File: src/rtl/bp_pkg.sv
// rtl/bp_pkg.sv - shared types and constants for the bimodal branch predictor
package bp_pkg;

  typedef enum logic [1:0] {
    CTR_SNT = 2'b00,
    CTR_WNT = 2'b01,
    CTR_WT  = 2'b10,
    CTR_ST  = 2'b11
  } ctr_t;

  localparam ctr_t CTR_RESET = CTR_WNT;
  localparam ctr_t CTR_ALLOC = CTR_WT;

  // Tag field sized for the smallest legal table (4 entries); narrower tags are zero-extended.
  localparam int TAG_MAX_W = 28;

  typedef struct packed {
    logic                 valid;
    logic [TAG_MAX_W-1:0] tag;
    logic [31:0]          target;
  } btb_entry_t;

endpackage

File: src/rtl/sat_counter2.sv
// rtl/sat_counter2.sv - 2-bit saturating counter next-state function
module sat_counter2
  import bp_pkg::*;
(
  input  ctr_t cur,
  input  logic inc,
  output ctr_t nxt
);

  always_comb begin
    nxt = cur;
    if (inc) begin
      if (cur != CTR_ST) nxt = ctr_t'(cur + 2'd1);
    end else begin
      if (cur != CTR_SNT) nxt = ctr_t'(cur - 2'd1);
    end
  end

endmodule

File: src/rtl/branch_predictor.sv
// rtl/branch_predictor.sv - bimodal predictor + BTB feeding the fetch stage
// Optional gshare counter indexing when BRANCH_PREDICTOR_GSHARE_EN is defined.
module branch_predictor
  import bp_pkg::*;
#(
  parameter int ENTRIES = 16,
  parameter int IDX_W   = $clog2(ENTRIES)
) (
  input  logic        clk,
  input  logic        reset,
  input  logic [31:0] iaddr,
  output logic        pred_taken,
  output logic [31:0] pred_target,
  input  logic        upd_valid,
  input  logic [31:0] upd_pc,
  input  logic        upd_taken,
  input  logic [31:0] upd_target,
  input  logic        upd_mispred,
  output logic [31:0] mispred_cnt
);

  btb_entry_t btb_q [ENTRIES];
  btb_entry_t btb_d [ENTRIES];
  ctr_t       ctr_q [ENTRIES];
  ctr_t       ctr_d [ENTRIES];
  logic [31:0] mispred_cnt_q, mispred_cnt_d;

  logic [IDX_W-1:0]     l_idx, l_cidx, u_idx, u_cidx;
  logic [TAG_MAX_W-1:0] l_tag, u_tag;
  logic                 l_hit, u_hit;
  ctr_t                 u_ctr_nxt;
  logic [1:0]           unused_upd_lsb;

  assign unused_upd_lsb = upd_pc[1:0];

  assign l_idx = iaddr[IDX_W+1:2];
  assign u_idx = upd_pc[IDX_W+1:2];
  assign l_tag = TAG_MAX_W'(iaddr[31:IDX_W+2]);
  assign u_tag = TAG_MAX_W'(upd_pc[31:IDX_W+2]);

`ifdef BRANCH_PREDICTOR_GSHARE_EN
  localparam int GHR_W = (IDX_W < 4) ? IDX_W : 4;
  logic [GHR_W-1:0] ghr_q, ghr_d;

  // Only the counter table is hashed with history; tag/target stay PC-indexed.
  assign l_cidx = l_idx ^ IDX_W'(ghr_q);
  assign u_cidx = u_idx ^ IDX_W'(ghr_q);

  always_comb begin
    ghr_d = ghr_q;
    if (upd_valid) ghr_d = {ghr_q[GHR_W-2:0], upd_taken};
  end

  always_ff @(posedge clk or posedge reset) begin
    if (reset) ghr_q <= '0;
    else       ghr_q <= ghr_d;
  end
`else
  assign l_cidx = l_idx;
  assign u_cidx = u_idx;
`endif

  // Lookup reads registered state only, so a same-cycle update is not bypassed.
  assign l_hit       = btb_q[l_idx].valid && (btb_q[l_idx].tag == l_tag);
  assign pred_taken  = l_hit && ctr_q[l_cidx][1];
  assign pred_target = pred_taken ? btb_q[l_idx].target : iaddr + 32'd4;
  assign mispred_cnt = mispred_cnt_q;

  assign u_hit = btb_q[u_idx].valid && (btb_q[u_idx].tag == u_tag);

  sat_counter2 u_sat (
    .cur (ctr_q[u_cidx]),
    .inc (upd_taken),
    .nxt (u_ctr_nxt)
  );

  always_comb begin
    btb_d = btb_q;
    ctr_d = ctr_q;
    if (upd_valid) begin
      if (u_hit) begin
        ctr_d[u_cidx] = u_ctr_nxt;
        if (upd_taken) btb_d[u_idx].target = upd_target;
      end else if (upd_taken) begin
        btb_d[u_idx].valid  = 1'b1;
        btb_d[u_idx].tag    = u_tag;
        btb_d[u_idx].target = upd_target;
        ctr_d[u_cidx]       = CTR_ALLOC;
      end
    end
  end

  always_comb begin
    mispred_cnt_d = mispred_cnt_q;
    if (upd_valid && upd_mispred && (mispred_cnt_q != 32'hFFFF_FFFF))
      mispred_cnt_d = mispred_cnt_q + 32'd1;
  end

  always_ff @(posedge clk or posedge reset) begin
    if (reset) begin
      for (int i = 0; i < ENTRIES; i++) begin
        btb_q[i] <= '0;
        ctr_q[i] <= CTR_RESET;
      end
      mispred_cnt_q <= '0;
    end else begin
      btb_q         <= btb_d;
      ctr_q         <= ctr_d;
      mispred_cnt_q <= mispred_cnt_d;
    end
  end

endmodule

File: config.mk
export PLATFORM = sky130hd
export DESIGN_NAME = branch_predictor
export DESIGN_NICKNAME = d
export VERILOG_FILES = /design/src/rtl/bp_pkg.sv /design/src/rtl/sat_counter2.sv /design/src/rtl/branch_predictor.sv
export SDC_FILE = /design/constraint.sdc
export NUM_CORES = 2
export LEC_CHECK = 0
export BUFFER_PORTS_ARGS = -buffer_cell sky130_fd_sc_hd__buf_2
export CAP_MARGIN = 40
export CORE_UTILIZATION = 25
export DETAILED_ROUTE_END_ITERATION = 7
export GPL_TIMING_DRIVEN = 0
export PLACE_DENSITY_LB_ADDON = 0.1
export SYNTH_ARGS = -nofsm -noshare
export SYNTH_HDL_FRONTEND = slang
export SYNTH_SLANG_ARGS = --single-unit
File: constraint.sdc
create_clock -name clk -period 38.1 [get_ports clk]
set_clock_uncertainty 0.15 [all_clocks]
set_input_delay 7.62 -clock clk [delete_from_list [all_inputs] [get_ports clk]]
set_output_delay 7.62 -clock clk [all_outputs]
set_load 0.03 [all_outputs]
==> summary.txt <==
Run status
  – Status: completed

Synthesis
  – Number of distinct library cells after synthesis: 67
  – Syn avg cell area: 15.19 µm²
  – Register area share after synthesis: 0.4986
  – Mapped Nets: 3437
  – Top_reg_cell synth: dfrtp_1
  – Yosys reg bits: 1008
  – Warnings from Yosys: 0
  – Synth Instances: 3334
  – Post-synth ARST share: 1.000
  – Number of flops mapped to enable cells by yosys: 0
  – Synth Cell Area: 0.05063 mm²

Routing
  – Routed WL per cell: 31.16 µm
  – ANT nets after route: 0
  – Drt first pass iters: 7
  – # DRC: 0
  – Via/cell ratio: 4.934
  – Detailed-route via count: 31920
  – Initial DRC count: 1955
  – Final wirelength: 201.6 mm

Clocking
  – CTS Buf Count: 134
  – CTS tree: built
  – # hold bufs at CTS: 0
  – Maximum level of the CTS H-tree: 4
  – Clk_lat worst skew: 0.79 ns
  – Num Clock Sinks: 1008
  – Reg clk slew, reported paths: 0.05 ns
  – Root Driver: clkbuf_16
  – Post-CTS sizing: 0
  – Setup bufs post-CTS: 0
  – CTS max path bufs: 3

Pwr
  – PwrDens: 54.94 mW/mm²
  – Clk pwr share: 0.385
  – P_sw: 934.0 µW
  – Worst vdd ir: 0.04875 mV
  – Leakage: 0.02575 µW
  – P_int: 2375 µW
  – Final Power: 3309 µW
  – Share of power burned in registers: 0.422
  – Combinational share of power: 0.193
  – Net Sw Frac: 0.2822

Die
  – Die outline width: 452.0 µm
  – Die area: 0.2043 mm²
  – Cell Rows: 164
  – Core footprint: 0.2005 mm²
  – Initial Utilization: 0.2526
  – Die Height: 452.0 µm
  – I/O pin cnt: 166

Worst setup path
  – Crit path kind: in -> out
  – CP Cell Sequence: buf_2 > buf_4 > buf_2 > buf_2 > buf_2 > buf_2 > clkbuf_1 > buf_8 > clkbuf_1 > clkbuf_1 > mux4_2 > mux4_2 > mux2_1 > buf_2
  – CP most frequent cell: buf_2
  – Worst path max stage delay: 0.67 ns
  – Required @ worst endpoint: 30.33 ns
  – CP Launch Type: primary input
  – Buffers & Inverters on Critical Path: 11
  – Worst EP arrival: 13.98 ns
  – Crit. End Element: output port
  – Crit-path leading delay family: buffers and inverters
  – Max stage delay cell, worst path: mux4_2
  – Crit-path max FO: 10

STA
  – Setup Viol. Count Final: 0
  – Final hold violation count: 0
  – Pins Over Slew Limit: 0
  – RSZ-0062 raised after global routing: no
  – Final Cycle Share: 0.5707
  – Setup TNS: 0 ns
  – Slew at the pin closest to its max-slew limit: 0.9549 ns
  – Max Clk Rate: 45.99 MHz
  – Slew headroom: 0.3634
  – Fin crit period: 21.75 ns

Placed design
  – Post-DP HPWL: 144.4 mm
  – IO buf count: 139
  – GPL Wtd Cong: 0.8150

Job
  – MaxCap Viol Count: 0

Final layout
  – Area growth from synthesis to layout: 18.96%
  – Layout cell share with drive strength beyond 1: 0.4942
  – Nets: 3789

Global route
  – Antenna violations before repair: 27
  – Total gr overflow: 0
  – Gr usage total: 0.1985
  – First-pass GRT wire length: 284.2 mm
  – Largest net degree at the start of global routing: 112
  – Vias in the first global route: 33690

Worst hold path
  – Worst min-delay path category: reg -> reg
==> power by group through the flow <==
stage          Combinational [µW]  Sequential (µW)  Clock [µW]
3_5_place_dp                  645             1410           0
3_3_place_gp                  627             1420           0
6_report                      638             1400        1270
4_1_cts                       647             1390        1320
5_1_grt                       680             1420        1360
2_1_floorplan                 439             1380           0
==> layer usage <==
| metal | vias to the layer above | GRT usage | wire [µm] |
|---|---|---|---|
| met5 | - | 0 | 27 |
| met4 | 4 | 0.06171 | 6156 |
| met1 | 17570 | 0.2645 | 89480 |
| met3 | 268 | 0.03040 | 7179 |
| met2 | 661 | 0.3303 | 98760 |
| li1 | 13420 | - | - |
==> through the flow <==
stage | instances | setup slack, ns | cell area [µm²] | util | hold slack (ns)
3_3_place_gp | 6129 | -14.20 | 54650 | 0.2726 | 0.3211
3_5_place_dp | 6206 | 16.33 | 55770 | 0.2782 | 0.3298
5_1_grt | 6467 | 16.30 | 60230 | 0.3004 | 0.3518
2_1_floorplan | 3334 | 1.994 | 50630 | - | 0.3019
6_report | 6469 | 16.35 | 60230 | 0.3004 | 0.3341
4_1_cts | 6446 | 16.33 | 60180 | 0.3002 | 0.3400
==> area by class of cell <==
cell class | instances | area, µm²
repair buffers | 216 | 1810
plain buffers | 298 | 1431
inverters | 28 | 112.6
multi-input cells | 2000 | 23850
clock inverters | 23 | 289.0
diodes | 23 | 57.56
well taps | 2656 | 3323
fillers | 20100 | 140200
flip-flops and latches | 1008 | 25240
clock buffers | 217 | 4111
==> cell families (layout without fill, tap and decap cells) <==
kind of cell	count (synthesis)	in the layout	share of synthesized area
fa+ha+maj	4	4	0.0008896
flops	1008	1008	0.4986
compound gates	172	172	0.02476
buf+inv	326	782	0.03030
other cells	0	23	0
xor+xnor	115	115	0.01989
simple gates	295	295	0.03025
mux	1414	1414	0.3953
==> worst register-to-register path, delay by kind of cell (launching register included) <==
| family | cells | cell delay (ns) |
|---|---|---|
| AOI/OAI and AO/OA | 4 | 1.52 |
| muxes | 2 | 0.90 |
| buffers and inverters | 2 | 0.84 |
| xor gates and xnor gates | 1 | 0.25 |
| DFF | 1 | 0.38 |
| and+or+nand+nor | 2 | 0.83 |
==> state kept, by name, summed over array words and instances, names as in the netlist <==
register,cells
btb_q,944
ctr_q,32
mispred_cnt,32
==> worst paths after layout <==
kind / start / endpoint / slack [ns] / cells past startpoint
max in group asynchronous: reset / btb_q[128] / 29.17 / 5
worst max register to register: btb_q[545] / btb_q[646] / 33.08 / 11
min in group asynchronous: reset / btb_q[402] / 6.68 / 2
worst min register to register: ctr_q[2] / ctr_q[2] / 0.33 / 2
worst max-delay path: iaddr[3] / pred_target[27] / 16.35 / 14
worst min-delay path: ctr_q[2] / ctr_q[2] / 0.33 / 2
==> Yosys cell counts (all sizes together), types with 16 or more instances <==
library cell | number | area (µm²)
dfrtp | 992 | 24820
mux2 | 965 | 10870
mux4 | 372 | 8378
clkbuf | 154 | 578.1
buf | 144 | 850.8
xnor2 | 78 | 683.2
mux2i | 77 | 770.7
nand2 | 76 | 330.3
nor2 | 66 | 247.7
nand3 | 50 | 285.3
xor2 | 37 | 324.1
o21ai | 29 | 145.1
inv | 28 | 105.1
a22oi | 25 | 187.7
nand4 | 23 | 143.9
a21oi | 22 | 110.1
nand2b | 21 | 131.4
dfstp | 16 | 420.4
==> placed cells by master, fill, tap and decap left out, types with 59 or more instances in the layout <==
cell	instances
xnor2_1	78
buf_4	59
buf_2	195
clkbuf_1	196
mux2i_1	77
nand2_1	70
dfrtp_1	992
nor2_1	66
mux2_2	934
mux4_2	372
clkbuf_16	139
Power figures use the tool's default switching activity.
